==> src/rtl/multi_cycle_ctrl.sv <==
// Multi-cycle MIPS control unit: sequences fetch/decode/execute/memory/writeback
// and owns exception/interrupt entry, eret and the interrupt-enable flag.
module multi_cycle_ctrl #(
    parameter logic [31:0] EXC_VECTOR = 32'h0000_0004
) (
    input  logic        clk,
    input  logic        reset,
    input  logic [31:0] Inst_R,
    input  logic        zero,
    input  logic        overflow,
    input  logic        MIO_ready,
    input  logic        int_req,
    output logic        IorD,
    output logic        IRWrite,
    output logic        RegWrite,
    output logic        data2Mem,
    output logic        PCWrite,
    output logic        PCWriteCond,
    output logic        Beq,
    output logic        Signext,
    output logic        WriteEPC,
    output logic        WriteCause,
    output logic        WriteCp0,
    output logic        InTcause,
    output logic        MemRead,
    output logic        MemWrite,
    output logic [1:0]  RegDst,
    output logic [1:0]  ALUSrcA,
    output logic [1:0]  ALUSrcB,
    output logic [2:0]  MemtoReg,
    output logic [2:0]  PCSource,
    output logic [3:0]  ALU_operation,
    output logic [4:0]  state
);

    typedef enum logic [4:0] {
        S_IDLE    = 5'd0,  S_IF      = 5'd1,  S_ID      = 5'd2,  S_EX_R    = 5'd3,
        S_WB_R    = 5'd4,  S_EX_I    = 5'd5,  S_WB_I    = 5'd6,  S_MA      = 5'd7,
        S_MEM_RD  = 5'd8,  S_WB_LW   = 5'd9,  S_MEM_WR  = 5'd10, S_BR      = 5'd11,
        S_J       = 5'd12, S_JAL     = 5'd13, S_JR      = 5'd14, S_LUI     = 5'd15,
        S_MFC0    = 5'd16, S_MTC0    = 5'd17, S_EXC_SYS = 5'd18, S_EXC_INT = 5'd19,
        S_ERET    = 5'd20
    } state_t;

    typedef struct packed {
        logic       iord;
        logic       ir_write;
        logic       reg_write;
        logic       data2mem;
        logic       pc_write;
        logic       pc_write_cond;
        logic       beq;
        logic       sext;
        logic       write_epc;
        logic       write_cause;
        logic       write_cp0;
        logic       int_cause;
        logic       mem_read;
        logic       mem_write;
        logic [1:0] reg_dst;
        logic [1:0] alu_a;
        logic [1:0] alu_b;
        logic [2:0] mem_to_reg;
        logic [2:0] pc_src;
        logic [3:0] alu_op;
    } ctrl_t;

    localparam logic [3:0] ALU_AND = 4'b0000, ALU_OR  = 4'b0001, ALU_ADD = 4'b0010,
                           ALU_XOR = 4'b0011, ALU_NOR = 4'b0100, ALU_SRL = 4'b0101,
                           ALU_SUB = 4'b0110, ALU_SLT = 4'b0111, ALU_SLL = 4'b1000,
                           ALU_SRA = 4'b1001, ALU_PA  = 4'b1111;

    state_t     state_q, nxt;
    ctrl_t      ctrl_q, c;
    logic       ie;
    logic [5:0] op, funct;
    logic [4:0] rs;
    logic [3:0] r_alu_op, i_alu_op;
    logic       r_alu_ok, i_sext, ovf_inst, int_pend;
    state_t     done_nxt;

    // Field bits the controller never decodes; the branch outcome is resolved in the datapath.
    logic unused_bits;
    assign unused_bits = ^{Inst_R[20:6], zero, EXC_VECTOR};

    assign op       = Inst_R[31:26];
    assign rs       = Inst_R[25:21];
    assign funct    = Inst_R[5:0];
    assign ovf_inst = ((op == 6'h00) && ((funct == 6'h20) || (funct == 6'h22))) || (op == 6'h08);
    assign int_pend = ie & int_req;
    assign done_nxt = int_pend ? S_EXC_INT : S_IF;

    always_comb begin
        r_alu_op = ALU_ADD;
        r_alu_ok = 1'b1;
        case (funct)
            6'h20:   r_alu_op = ALU_ADD;
            6'h22:   r_alu_op = ALU_SUB;
            6'h24:   r_alu_op = ALU_AND;
            6'h25:   r_alu_op = ALU_OR;
            6'h26:   r_alu_op = ALU_XOR;
            6'h27:   r_alu_op = ALU_NOR;
            6'h2A:   r_alu_op = ALU_SLT;
            6'h00:   r_alu_op = ALU_SLL;
            6'h02:   r_alu_op = ALU_SRL;
            6'h03:   r_alu_op = ALU_SRA;
            default: r_alu_ok = 1'b0;
        endcase
    end

    always_comb begin
        i_alu_op = ALU_ADD;
        i_sext   = 1'b0;
        case (op)
            6'h08:   begin i_alu_op = ALU_ADD; i_sext = 1'b1; end
            6'h0A:   begin i_alu_op = ALU_SLT; i_sext = 1'b1; end
            6'h0C:   i_alu_op = ALU_AND;
            6'h0D:   i_alu_op = ALU_OR;
            6'h0E:   i_alu_op = ALU_XOR;
            default: i_alu_op = ALU_ADD;
        endcase
    end

    always_comb begin
        nxt = state_q;
        case (state_q)
            S_IDLE:   nxt = S_IF;
            S_IF:     if (MIO_ready) nxt = S_ID;
            S_ID: begin
                case (op)
                    6'h00: begin
                        if ((funct == 6'h08) || (funct == 6'h09)) nxt = S_JR;
                        else if (r_alu_ok)                        nxt = S_EX_R;
                        else                                      nxt = S_EXC_SYS;
                    end
                    6'h08, 6'h0A, 6'h0C, 6'h0D, 6'h0E: nxt = S_EX_I;
                    6'h0F:        nxt = S_LUI;
                    6'h23, 6'h2B: nxt = S_MA;
                    6'h04, 6'h05: nxt = S_BR;
                    6'h02:        nxt = S_J;
                    6'h03:        nxt = S_JAL;
                    6'h10: begin
                        if (rs == 5'b00000)                           nxt = S_MFC0;
                        else if (rs == 5'b00100)                      nxt = S_MTC0;
                        else if ((rs == 5'b10000) && (funct == 6'h18)) nxt = S_ERET;
                        else                                          nxt = S_EXC_SYS;
                    end
                    default:      nxt = S_EXC_SYS;
                endcase
            end
            S_EX_R:   nxt = S_WB_R;
            S_EX_I:   nxt = S_WB_I;
            // Overflow trap outranks a pending interrupt.
            S_WB_R, S_WB_I: nxt = (overflow && ovf_inst) ? S_EXC_SYS : done_nxt;
            S_MA:     nxt = (op == 6'h23) ? S_MEM_RD : S_MEM_WR;
            S_MEM_RD: if (MIO_ready) nxt = S_WB_LW;
            S_MEM_WR: if (MIO_ready) nxt = done_nxt;
            default:  nxt = done_nxt;
        endcase
    end

    // Controls are decoded for the state being entered so they register with it.
    always_comb begin
        c = '0;
        case (nxt)
            S_IF: begin
                c.mem_read = 1'b1; c.iord = 1'b1; c.ir_write = 1'b1;
                c.alu_b = 2'b01; c.alu_op = ALU_ADD; c.pc_write = 1'b1;
            end
            S_ID: begin
                c.alu_b = 2'b11; c.alu_op = ALU_ADD;
            end
            S_EX_R: begin
                c.alu_a = 2'b01; c.alu_op = r_alu_op;
            end
            S_WB_R: begin
                c.alu_a = 2'b01; c.alu_op = r_alu_op; c.reg_dst = 2'b01;
                c.reg_write = !(overflow && ovf_inst);
            end
            S_EX_I: begin
                c.alu_a = 2'b01; c.alu_b = 2'b10; c.alu_op = i_alu_op; c.sext = i_sext;
            end
            S_WB_I: begin
                c.alu_a = 2'b01; c.alu_b = 2'b10; c.alu_op = i_alu_op; c.sext = i_sext;
                c.reg_write = !(overflow && ovf_inst);
            end
            S_MA: begin
                c.alu_a = 2'b01; c.alu_b = 2'b10; c.sext = 1'b1; c.alu_op = ALU_ADD;
            end
            S_MEM_RD: c.mem_read = 1'b1;
            S_WB_LW: begin
                c.mem_to_reg = 3'b001; c.reg_write = 1'b1;
            end
            S_MEM_WR: c.mem_write = 1'b1;
            S_BR: begin
                c.alu_a = 2'b01; c.alu_op = ALU_SUB; c.pc_write_cond = 1'b1;
                c.pc_src = 3'b001; c.beq = (op == 6'h04);
            end
            S_J: begin
                c.pc_write = 1'b1; c.pc_src = 3'b010;
            end
            S_JAL: begin
                c.pc_write = 1'b1; c.pc_src = 3'b010; c.reg_write = 1'b1;
                c.reg_dst = 2'b10; c.mem_to_reg = 3'b011;
            end
            S_JR: begin
                c.alu_a = 2'b01; c.alu_op = ALU_PA; c.pc_write = 1'b1; c.pc_src = 3'b011;
                if (funct == 6'h09) begin
                    c.reg_write = 1'b1; c.mem_to_reg = 3'b011; c.reg_dst = 2'b01;
                end
            end
            S_LUI: begin
                c.mem_to_reg = 3'b010; c.reg_write = 1'b1;
            end
            S_MFC0: begin
                c.mem_to_reg = 3'b100; c.reg_write = 1'b1;
            end
            S_MTC0: c.write_cp0 = 1'b1;
            S_EXC_SYS, S_EXC_INT: begin
                c.alu_a = (nxt == S_EXC_SYS) ? 2'b11 : 2'b00;
                c.int_cause = (nxt == S_EXC_INT);
                c.alu_op = ALU_PA; c.write_epc = 1'b1; c.write_cause = 1'b1;
                c.pc_write = 1'b1; c.pc_src = 3'b100;
            end
            S_ERET: begin
                c.pc_write = 1'b1; c.pc_src = 3'b101;
            end
            default: c = '0;
        endcase
    end

    always_ff @(posedge clk or negedge reset) begin
        if (!reset) begin
            state_q <= S_IDLE;
            ctrl_q  <= '0;
            ie      <= 1'b1;
        end else begin
            state_q <= nxt;
            ctrl_q  <= c;
            if ((nxt == S_EXC_SYS) || (nxt == S_EXC_INT)) ie <= 1'b0;
            else if (nxt == S_ERET)                       ie <= 1'b1;
        end
    end

    assign state         = state_q;
    assign IorD          = ctrl_q.iord;
    assign IRWrite       = ctrl_q.ir_write;
    assign RegWrite      = ctrl_q.reg_write;
    assign data2Mem      = ctrl_q.data2mem;
    assign PCWrite       = ctrl_q.pc_write;
    assign PCWriteCond   = ctrl_q.pc_write_cond;
    assign Beq           = ctrl_q.beq;
    assign Signext       = ctrl_q.sext;
    assign WriteEPC      = ctrl_q.write_epc;
    assign WriteCause    = ctrl_q.write_cause;
    assign WriteCp0      = ctrl_q.write_cp0;
    assign InTcause      = ctrl_q.int_cause;
    assign MemRead       = ctrl_q.mem_read;
    assign MemWrite      = ctrl_q.mem_write;
    assign RegDst        = ctrl_q.reg_dst;
    assign ALUSrcA       = ctrl_q.alu_a;
    assign ALUSrcB       = ctrl_q.alu_b;
    assign MemtoReg      = ctrl_q.mem_to_reg;
    assign PCSource      = ctrl_q.pc_src;
    assign ALU_operation = ctrl_q.alu_op;

endmodule

==> config.mk <==
export PLATFORM = sky130hd
export DESIGN_NAME = multi_cycle_ctrl
export DESIGN_NICKNAME = d
export VERILOG_FILES = /design/src/rtl/multi_cycle_ctrl.sv
export SDC_FILE = /design/constraint.sdc
export NUM_CORES = 1
export LEC_CHECK = 0
export ABC_AREA = 1
export CAP_MARGIN = 20
export CORE_MARGIN = 10
export CORE_UTILIZATION = 41
export CTS_CLUSTER_SIZE = 40
export DETAILED_ROUTE_END_ITERATION = 8
export HOLD_SLACK_MARGIN = 0.15
export PLACE_DENSITY = 0.77
export SLEW_MARGIN = 10
export SYNTH_ARGS = -nofsm -noshare
export SYNTH_HDL_FRONTEND = slang
export SYNTH_SLANG_ARGS = --single-unit
==> constraint.sdc <==
create_clock -name clk -period 1.8 [get_ports clk]
set_input_delay 0.54 -clock clk [delete_from_list [all_inputs] [get_ports clk]]
set_output_delay 0.54 -clock clk [all_outputs]
set_load 0.005 [all_outputs]
# ---- After elaboration in Yosys (flattened, before gate mapping)
# Cells that the tools add are included.
dict set report totals {
  reg_bits 35
  inputBits 38
  out_inout_bits 35
}
dict set report classes {
  n_eq_ne 56
  n_mux 39
  bitwise_logic 1
  reduce_logical 31
}
# cell n
set ops {}
lappend ops {{6-bit == test (second input constant)} 9}
lappend ops {{5-bit by 4-bit == test with 1-bit output (second input constant)} 10}
lappend ops {{6-bit by 4-bit == test with 1-bit output (second input constant)} 8}
lappend ops {{5-bit by 3-bit == test with 1-bit output (second input constant)} 9}
lappend ops {{5-bit one-hot mux with 9 select lines} 1}
lappend ops {{5-bit one-hot mux with 8 select lines} 1}
lappend ops {{4-bit one-hot mux with 9 select lines} 1}
lappend ops {{5-bit 2-to-1 mux} 7}
lappend ops {{5-bit == test (second input constant)} 6}
lappend ops {{3-bit one-hot mux with 5 select lines} 2}
lappend ops {{6-bit by 2-bit == test with 1-bit output (second input constant)} 4}
lappend ops {{5-bit by 2-bit == test with 1-bit output (second input constant)} 4}
lappend ops {{4-bit one-hot mux with 5 select lines} 1}
lappend ops {{2-bit OR reduction} 10}
lappend ops {{7-bit OR reduction} 2}
lappend ops {{6-bit by 3-bit == test with 1-bit output (second input constant)} 2}
lappend ops {{6-bit by 5-bit == test with 1-bit output (second input constant)} 2}
lappend ops {{6-bit zero test} 2}
lappend ops {{2-bit 2-to-1 mux} 6}
lappend ops {{2-bit one-hot mux with 3 select lines} 2}
lappend ops {{3-bit one-hot mux with 4 select lines} 1}
lappend ops {{1-bit 2-to-1 mux} 11}
lappend ops {{5-bit by 1-bit == test with 1-bit output (second input constant)} 2}
lappend ops {{5-bit zero test} 2}
lappend ops {{13 further kinds} 22}

# ---- Depth between registers and ports, before layout
# Gate-level depths: netlist of the first run.
dict set report depth {
  word_depth 10
  depth_mapped 18
  ltp_nobuf 18
}

# ---- Worst setup path before layout of the first run
# OpenSTA, ideal clock, no wires.
dict set report synth_timing {
  kind {input to register}
  from {input Inst_R[29]}
  to {register ctrl_q (netlist bit MemtoReg[0])}
  setup_time_ns 0.066
  arrival_time_ns 1.890
  required_time_ns 1.734
  setup_slack_ns -0.156
  path_stages 17
  cell_sequence {nor2_2 -> nand2_2 -> nor2_2 -> nand2_1 -> nand2_1 -> nand2_2 -> a21oi_2 -> nor2_4 -> nand2_2 -> nand2_4 -> nor2_4 -> nand2_1 -> nor2_2 -> nand2_1 -> nand2_1 -> inv_2 -> nand2_1}
}
# item line
set synth_lines {}
lappend synth_lines {{start: declaration} 8} ;# input logic [31:0] Inst_R,
lappend synth_lines {{end signal: assignment} 235} ;# ctrl_q <= '0;
lappend synth_lines {{end signal: assignment} 239} ;# ctrl_q <= c;
lappend synth_lines {{end: declaration} 74} ;# ctrl_t ctrl_q, c;

# ---- Worst setup path in the final report of the first run
dict set report layout_timing {
  from {register state_q[3] (netlist: state[3])}
  to {register ie}
}
dict set report layout_between {
  elab_chain_len 6
}
# item line
set layout_lines {}
lappend layout_lines {{start: declaration} 73} ;# state_t state_q, nxt;
lappend layout_lines {{start signal: assignment} 238} ;# state_q <= nxt;
lappend layout_lines {{5-bit by 3-bit == test with 1-bit output} 126} ;# case (state_q)
lappend layout_lines {{2-bit OR reduction} 126}
lappend layout_lines {{5-bit one-hot mux with 9 select lines *} 126}
lappend layout_lines {{net nxt[3]} 73}
lappend layout_lines {{5-bit == test} 240} ;# if ((nxt == S_EXC_SYS) || (nxt == S_EXC_INT)) ie <= 1'b0;
lappend layout_lines {{1-bit logical OR} 240}
lappend layout_lines {{1-bit 2-to-1 mux or 2-bit nonzero test (tied branches)} n/a}
lappend layout_lines {{end signal: assignment} 236} ;# ie <= 1'b1;
lappend layout_lines {{end signal: assignment} 240}
lappend layout_lines {{end signal: assignment} 241} ;# else if (nxt == S_ERET) ie <= 1'b1;
lappend layout_lines {{end: declaration} 75} ;# logic ie;
# The timed path passes the listed nets; every way through them passes the cells marked *.
# A chain may end at the register's enable or synchronous reset.

==> impl.org, run 1 <==
** Clock tree
- The H-tree was split into 2 levels.
- Total clock buffers created by CTS :: 5
- For the worst-skew pair, the clock arrives at the later sink with an insertion delay of 290 ps.
- TritonCTS clock tree :: done
- Register clock-pin slew on the reported worst setup and hold paths :: 70 ps
- Clock tree root buffer cell :: sky130_fd_sc_hd__clkbuf_8
- CTS sink count :: 33
- The clock passes through at most 2 buffers.

** Logic synthesis
- After technology mapping, the gate count stands at 317.
- In this run the mean area of a mapped cell was 6.81 sq um.
- Number of different library cells in the post-synthesis netlist :: 31
- Of the synthesized area, sequential elements account for 0.383.
- Netlist area before placement :: 2160 sq um
- Number of warnings printed during yosys synthesis :: 0
- The number of nets handed over by synthesis was 355.
- Synthesis inferred 33 register bits.

** Routing
- Routed via count divided by cell count :: 4.89
- The routed layout has 2658 vias.
- In the final routed layout, each cell accounts on average for 14.7 um.
- Number of remaining DRC errors :: 0
- Initial detailed-routing violation count :: 146
- Initial DRT Pass Iterations :: 4
- Final WL :: 8010 um
- In this run the remaining antenna-violating nets after routing total 0.

** Setup path
- WP data arrival :: 2290 ps
- At the worst endpoint, the required time is 2020 ps.
- Worst setup path category :: flip-flop to flip-flop
- Tracing the worst setup path back leads to its startpoint at state[3]$_DFF_PN0_.
- Together, buffers and inverters on the worst path number 4.
- Top fanout value on the critical path :: 5
- Cell-by-cell trace of the critical path :: inv_2, buf_4, nand2_1, nor2_1, buf_4, o21ai_2, nand3_2, nor2_4, inv_1, nor2_4, nand2_4, and2_4, nand2_2, nand2_1
- Slowest stage delay, CP :: 440 ps
- The largest individual stage delay along the critical path comes from the cell sky130_fd_sc_hd__dfrtp_2.
- Nature of the critical path startpoint :: flip-flop
- The worst register-to-register path begins at state[3]$_DFF_PN0_.
- Kind of cell adding the most delay to the critical path :: simple AND/OR/NAND/NOR gates
- Worst Setup End Kind :: flip-flop

** Floorplan
- For this configuration, the core starts out at a cell density of 0.423.
- Die outline area :: 8570 sq um
- Boundary Pins :: 73
- Die width :: 92.6 um
- Standard-cell rows :: 26
- Vertical die dimension :: 92.6 um
- Core Box Area :: 5110 sq um

** Cells and area
- Util after Layout :: 0.765
- Relative to the synthesized area, the layout overhead comes to 80.9%.
- In the layout the commonest cells are 89 x sky130_fd_sc_hd__buf_4, 53 x sky130_fd_sc_hd__nand2_1, 35 x sky130_fd_sc_hd__inv_1.
- Number of antenna repair diodes :: 0
- The library cell used most frequently in the layout, excluding fill and tap cells, is sky130_fd_sc_hd__buf_4.
- In the final layout, the share of cells above drive strength 1 is 0.494.
- Count of non-filler cells in the finished layout :: 544
- Area used by multi-input combinational logic :: 1430 sq um
- Register cell area after layout :: 833 sq um
- The finished cells cover 3910 sq um.
- For this run, the post-layout net count is 511.
- The filler cells instantiated in the layout total 360.

** Outcome
- Result of the run :: finished, violations left
- Failing checks :: negative setup slack

** Global route
- First-pass GRT wire length :: 12200 um
- Number of antenna violations at the first check in global routing :: 0
- In the global route stage, met3 resource usage came out at 0.0379.
- Pin count of the biggest net entering global routing :: 34
- Grt met2 use :: 0.325
- The number of global-route vias before repair is 2718.
- Global routing finished with a remaining overflow of 0.
- Met1 layer usage reported by global route :: 0.178
- met2 is the most crowded layer.
- Global router's overall resource usage :: 0.171

** STA
- Final Max Tran Viols :: 0
- Setup ws final :: -267 ps
- Final period utilization :: 1.15
- Derived from the worst setup path, the maximum achievable clock frequency is 484 MHz.
- For the finished layout, the period the worst path requires is 2070 ps.
- Setup clock skew after layout :: 14.4 ps
- Setup violations remaining at the end of the flow were counted as 29.
- RSZ-0062 raised after global routing :: true
- Number of hold violations in the final report :: 0

** Job
- Max capacitance violation total :: 0

** Worst hold path
- Path class of the lowest-slack min-delay path :: flip-flop to flip-flop
- The startpoint identified for the worst hold timing path is ie$_DFFE_PN1P_.

** Placed design
- Post-placement worst setup slack :: -1010 ps
- Inst Count DP :: 500
- Routability-driven placement finished with a final weighted congestion of 0.928.
- The HPWL after detailed placement is 5360 um.
- In this run the cell area measured after placement is 3260 sq um.
- In this run the tool buffered the top-level ports with 55 buffer cells.

** Pwr
- Overall power :: 6510 uW
- The share of total power dissipated in the clock network is 0.081.
- The internal portion of the total power is 3500 uW.
- Of the total power, the share spent switching nets is 0.462.
- Leakage power summed over all cells :: 0.00215 uW
- The share of total power dissipated in sequential elements is 0.175.
- Summed over all nets, the switching power comes to 3000 uW.
- Of the total power, combinational logic draws 0.744.
- VDD sags by at most 0.000874 V.
- P per Cell Area :: 1670 nW/um^2
==> tightest hold or removal path: stages, from the launching register on <==
cell and delay (ps):
sky130_fd_sc_hd__dfstp_2 380, sky130_fd_sc_hd__nand2_2 60, sky130_fd_sc_hd__nand2_1 50
==> power groups by stage <==
stage                     clock network [uW]  registers, uW  logic, uW
after global placement                     0           1100       3190
final                                    527           1140       4840
after detailed placement                   0           1100       3270
after global routing                     562           1160       5150
after floorplan                            0           1120       1710
after CTS                                531           1120       4080
==> stage by stage <==
stage          hold slack [ps]  TNS (ps)
3_3_place_gp               451    -25510
5_1_grt                    501     -8730
4_1_cts                    494     -3440
6_report                   493     -5320
3_5_place_dp               475    -26290
2_1_floorplan              244     -1210
==> metal layers <==
| metal | up-vias | part of all wire |
|---|---|---|
| met2 | 92 | 0.54 |
| met4 | 0 | 0.028 |
| met3 | 26 | 0.067 |
| met5 | - | 0 |
| met1 | 1235 | 0.37 |
| li1 | 1305 | - |
==> sequential cells by signal (all words and copies together) (netlist names), 2 cells and up <==
| register | flops |
|---|---|
| MemtoReg | 3 |
| ALUSrcB | 2 |
| ALUSrcA | 2 |
| RegDst | 2 |
| PCSource | 3 |
| ALU_operation | 4 |
| state | 5 |
==> kinds of logic after synthesis <==
family	synth area share
buffers and inverters	0.104
AOI/OAI and AO/OA	0.0765
and+or+nand+nor	0.434
DFF	0.383
other	0.00174
==> final timing paths <==
check                                      to  slack (ps)  cells after the start
max                            ie$_DFFE_PN1P_        -270                     14
min                            ie$_DFFE_PN1P_         490                      2
max reg2reg                    ie$_DFFE_PN1P_        -270                     14
min reg2reg                    ie$_DFFE_PN1P_         490                      2
max in group asynchronous      ie$_DFFE_PN1P_         940                      2
min in group asynchronous  state[1]$_DFF_PN0_         620                      2
==> area by class of cell <==
cell class / instances / area share
Clock buffer: 6 / 0.0186
Clock inverter: 2 / 0.00256
Inverter: 54 / 0.0551
Multi-Input combinational cell: 229 / 0.366
Sequential cell: 33 / 0.213
Tap cell: 70 / 0.0224
Timing Repair Buffer: 150 / 0.322
==> synthesized netlist by cell type <==
cell type | number | share of area
sky130_fd_sc_hd__a211oi_1 | 1 | 0.0035
sky130_fd_sc_hd__a21oi_1 | 8 | 0.019
sky130_fd_sc_hd__a21oi_2 | 2 | 0.0081
sky130_fd_sc_hd__a22o_1 | 1 | 0.0041
sky130_fd_sc_hd__a311oi_1 | 1 | 0.0041
sky130_fd_sc_hd__a31oi_1 | 2 | 0.0058
sky130_fd_sc_hd__and2_1 | 1 | 0.0029
sky130_fd_sc_hd__buf_4 | 3 | 0.010
sky130_fd_sc_hd__conb_1 | 1 | 0.0017
sky130_fd_sc_hd__dfrtp_1 | 32 | 0.37
sky130_fd_sc_hd__dfstp_2 | 1 | 0.012
sky130_fd_sc_hd__inv_1 | 44 | 0.077
sky130_fd_sc_hd__inv_2 | 10 | 0.017
sky130_fd_sc_hd__nand2_1 | 78 | 0.14
sky130_fd_sc_hd__nand2_2 | 9 | 0.026
sky130_fd_sc_hd__nand2_4 | 2 | 0.010
sky130_fd_sc_hd__nand3_1 | 26 | 0.060
sky130_fd_sc_hd__nand3_2 | 3 | 0.014
sky130_fd_sc_hd__nand3b_1 | 2 | 0.0070
sky130_fd_sc_hd__nand4_1 | 7 | 0.020
sky130_fd_sc_hd__nand4_2 | 1 | 0.0058
sky130_fd_sc_hd__nor2_1 | 52 | 0.090
sky130_fd_sc_hd__nor2_2 | 8 | 0.023
sky130_fd_sc_hd__nor2_4 | 5 | 0.026
sky130_fd_sc_hd__nor3_1 | 2 | 0.0046
sky130_fd_sc_hd__nor3_2 | 1 | 0.0046
sky130_fd_sc_hd__o211ai_1 | 1 | 0.0035
sky130_fd_sc_hd__o21ai_0 | 7 | 0.016
sky130_fd_sc_hd__o21ai_1 | 4 | 0.0093
sky130_fd_sc_hd__o31ai_1 | 1 | 0.0035
sky130_fd_sc_hd__or2_0 | 1 | 0.0029
==> repair_timing <==
| item | in CTS | in global routing |
|---|---|---|
| hold buffers | 0 | 0 |
| gates cloned | 2 | 0 |
| gates resized for setup | 126 | 56 |
| pin swaps | 48 | 37 |
| endpoints found under the setup margin | 37 | 33 |
| buffers inserted | 26 | 9 |
Power figures use the tool's default switching activity.
==> inputs of run 2 (changes only) <==
PLACE_DENSITY = default   (was 0.77)
PLACE_DENSITY_LB_ADDON = 0.08   (was default)
==> run 2 against run 1 <==
The flow still finishes with violations (negative setup slack). Sequential share of layout area rose by 0.22 points. Utilization decreased by 0.88 points. Cell count is 1.8% lower. Die area unchanged. Wire length down 12%. First-iteration DRC count is 23% lower. Combinational power down 8.9%.
==> impl.org, run 2 (synthesis results as in run 1) <==
** Floorplan
- For this configuration, the core starts out at a cell density of 0.423.
- Boundary Pins :: 73
- The die covers 8570 sq um.
- Core Box Area :: 5110 sq um
- Vertical die dimension :: 92.6 um
- In this run the core area contains 26 standard-cell rows.
- Die width :: 92.6 um

** Global route
- After global routing, the most crowded layer is met2.
- Pin count of the biggest net entering global routing :: 34
- For met3 alone, demand over resource in global routing was 0.0299.
- In the global route stage, overall resource usage came out at 0.161.
- For this run, global-route usage on met2 was measured as 0.287.
- The first global-routing pass estimated 11600 um of wire.
- Gr ovfl total :: 0
- The number of global-route vias before repair came to 2514.
- The number of antenna violations at the first check in global routing came to 0.
- In the global route stage, met1 resource usage came out at 0.186.

** Pwr
- P per Cell Area :: 1570 nW/um^2
- Internal Pwr Total :: 3350 uW
- The share of total power dissipated in the clock network is 0.088.
- Worst IR drop on VDD :: 0.000995 V
- Overall power :: 6050 uW
- Of the total power, combinational logic draws 0.728.
- The analysis attributes to cell leakage a power of 0.00209 uW.
- Of the total power, the share spent switching nets is 0.446.
- The share of total power dissipated in sequential elements is 0.184.
- In this run the power spent charging and discharging nets is 2700 uW.

** Setup path
- For this run, the slowest stage of the critical path takes 430 ps.
- Traced cell by cell, the critical path runs through inv_2, nand2_2, nor2_4, nand2_2, nand2_2, nor2_2, nand2_2, buf_6, nor2_4, inv_2, nand2_4, nor2_4, nand2_2, nor2_4, nand2_4, nand2_2, inv_1, nand2_1.
- For the worst flop-to-flop path, the logic depth is 18.
- Worst Setup End Kind :: flip-flop
- Data arrives at the worst endpoint at 2330 ps.
- Cell mode on critical path :: sky130_fd_sc_hd__nand2_2
- Start of the worst register-to-register path :: state[2]$_DFF_PN0_
- Nature of the critical path startpoint :: flip-flop
- Worst setup path category :: flip-flop to flip-flop
- Among all stages on the critical path, the largest delay is contributed by sky130_fd_sc_hd__dfrtp_1.
- Data on the critical path is required at its endpoint by 2030 ps.
- Register-to-register setup slack :: -300 ps
- Terminus of the critical flop-to-flop path :: RegWrite$_DFF_PN0_
- Of all nets on the critical path, the largest fanout is 7.

** Routing
- Vias post-DR :: 2538
- The first TritonRoute pass finished after 4 iterations.
- In the final routed layout, each cell accounts on average for 13.2 um.
- The detail route stage leaves a number of antenna-violating nets equal to 0.
- Number of remaining DRC errors :: 0
- The first routing iteration left 113 violations.
- Routed via count divided by cell count :: 4.75
- After detailed routing, the total wire length is 7040 um.

** Job
- Max capacitance violation total :: 0

** Placed design
- Post-placement worst setup slack :: -941 ps
- At the end of routability-driven placement, the weighted congestion stood at 0.884.
- Buffers placed on the I/O ports in this run total 55.
- The wire-length estimate of the detail-placed layout is 5010 um.

** Clock tree
- The clock drives 33 sinks.
- The H-tree was split into 2 levels.
- Insertion delay of the later-clocked pin in the worst-skew pair :: 290 ps
- Clock Path Buffers :: 2
- Register clock-pin slew on the reported worst setup and hold paths :: 70 ps
- The tree is rooted in a sky130_fd_sc_hd__clkbuf_8.
- TritonCTS built the clock tree.
- TritonCTS created 5 clock buffers.

** STA
- Based on the critical path, the design can be clocked at up to 476 MHz.
- RSZ-0062 raised after global routing :: true
- Final hold analysis gives a worst-case slack of 498 ps.
- The final number of hold-violating endpoints is 0.
- Final period utilization :: 1.17
- Setup clock skew after layout :: 7.54 ps
- Minimum clock period after layout :: 2100 ps
- The count of final max-slew check failures came to 0.
- Across all setup checks in the final design, the least slack found is -302 ps.
- Setup Viol. Count Final :: 32

** Cells and area
- Layout cell share with drive strength beyond 1 :: 0.485
- Area used by multi-input combinational logic :: 1450 sq um
- In the layout the commonest cells are 83 x sky130_fd_sc_hd__buf_4, 55 x sky130_fd_sc_hd__nand2_1, 36 x sky130_fd_sc_hd__inv_1.
- For this run, the post-layout net count is 501.
- Number of antenna repair diodes :: 0
- After filler insertion, the fill cell instance count of the layout stands at 405.
- Max FFs per register :: 5
- Registers take 832 sq um.
- Compared with the post-synthesis result, the final layout area differs by 78.8%.
- Most frequent standard cell in the layout excluding fill and tap cells :: sky130_fd_sc_hd__buf_4

** Worst hold path
- Path class of the lowest-slack min-delay path :: flip-flop to flip-flop
- Hold Path End :: ie$_DFFE_PN1P_
- The worst hold path passes through 2 cells.
- The worst hold path begins at ie$_DFFE_PN1P_.

** Outcome
- Failing checks :: negative setup slack
- Result of the run :: finished, violations left
run 2: power by group through the flow:
| stage | clock [uW] | combinational, uW | sequential, uW |
|---|---|---|---|
| 2_1_floorplan | 0 | 1710 | 1120 |
| 3_3_place_gp | 0 | 3190 | 1110 |
| 3_5_place_dp | 0 | 3220 | 1100 |
| 4_1_cts | 553 | 3720 | 1110 |
| 5_1_grt | 586 | 4780 | 1140 |
| 6_report | 534 | 4410 | 1110 |
run 2: layer usage:
metal,up-vias,part of all wire
li1,1285,-
met1,1164,0.41
met2,70,0.50
met3,19,0.059
met4,0,0.028
met5,-,0
run 2: critical path: cells and delay by family, from the launching register on:
kind          cells  cell delay, ps
simple gates     14            1230
buf+inv           4             360
flops             1             430
run 2: worst max path at each step:
| stage | start | end | slack (ps) | depth (start not counted) |
|---|---|---|---|---|
| floorplan | Inst_R[31] | MemtoReg[0]$_DFF_PN0_ | -150 | 17 |
| global placement | Inst_R[29] | MemtoReg[1]$_DFF_PN0_ | -940 | 18 |
| detailed placement | Inst_R[31] | MemtoReg[1]$_DFF_PN0_ | -940 | 18 |
| CTS | Inst_R[26] | MemtoReg[1]$_DFF_PN0_ | -180 | 18 |
| global route | state[2]$_DFF_PN0_ | RegWrite$_DFF_PN0_ | -440 | 17 |
| finish | state[2]$_DFF_PN0_ | RegWrite$_DFF_PN0_ | -300 | 18 |
run 2: area by class of cell:
cell class | instances | area share
Inverter | 54 | 0.0541
Tap cell | 70 | 0.0227
Clock inverter | 3 | 0.00454
Multi-Input combinational cell | 228 | 0.375
Clock buffer | 5 | 0.0178
Sequential cell | 33 | 0.216
Timing Repair Buffer | 141 | 0.310
run 2: repair_timing:
| action | CTS | global route |
|---|---|---|
| endpoints found under the setup margin | 36 | 31 |
| buffers inserted | 27 | 6 |
| pin swaps | 46 | 21 |
| resized for setup | 122 | 46 |
| gates cloned | 1 | 0 |
| hold endpoints to repair | 0 | 0 |
| hold buffers | 0 | 0 |
run 2: metrics by stage:
| step | utilization | TNS (ps) | area, sq um | instances |
|---|---|---|---|---|
| 2_1_floorplan | - | -1210 | 2180 | 317 |
| 3_3_place_gp | 0.629 | -24170 | 3210 | 493 |
| 3_5_place_dp | 0.629 | -24740 | 3210 | 493 |
| 4_1_cts | 0.717 | -2620 | 3660 | 528 |
| 5_1_grt | 0.756 | -9740 | 3860 | 534 |
| 6_report | 0.756 | -5960 | 3860 | 534 |
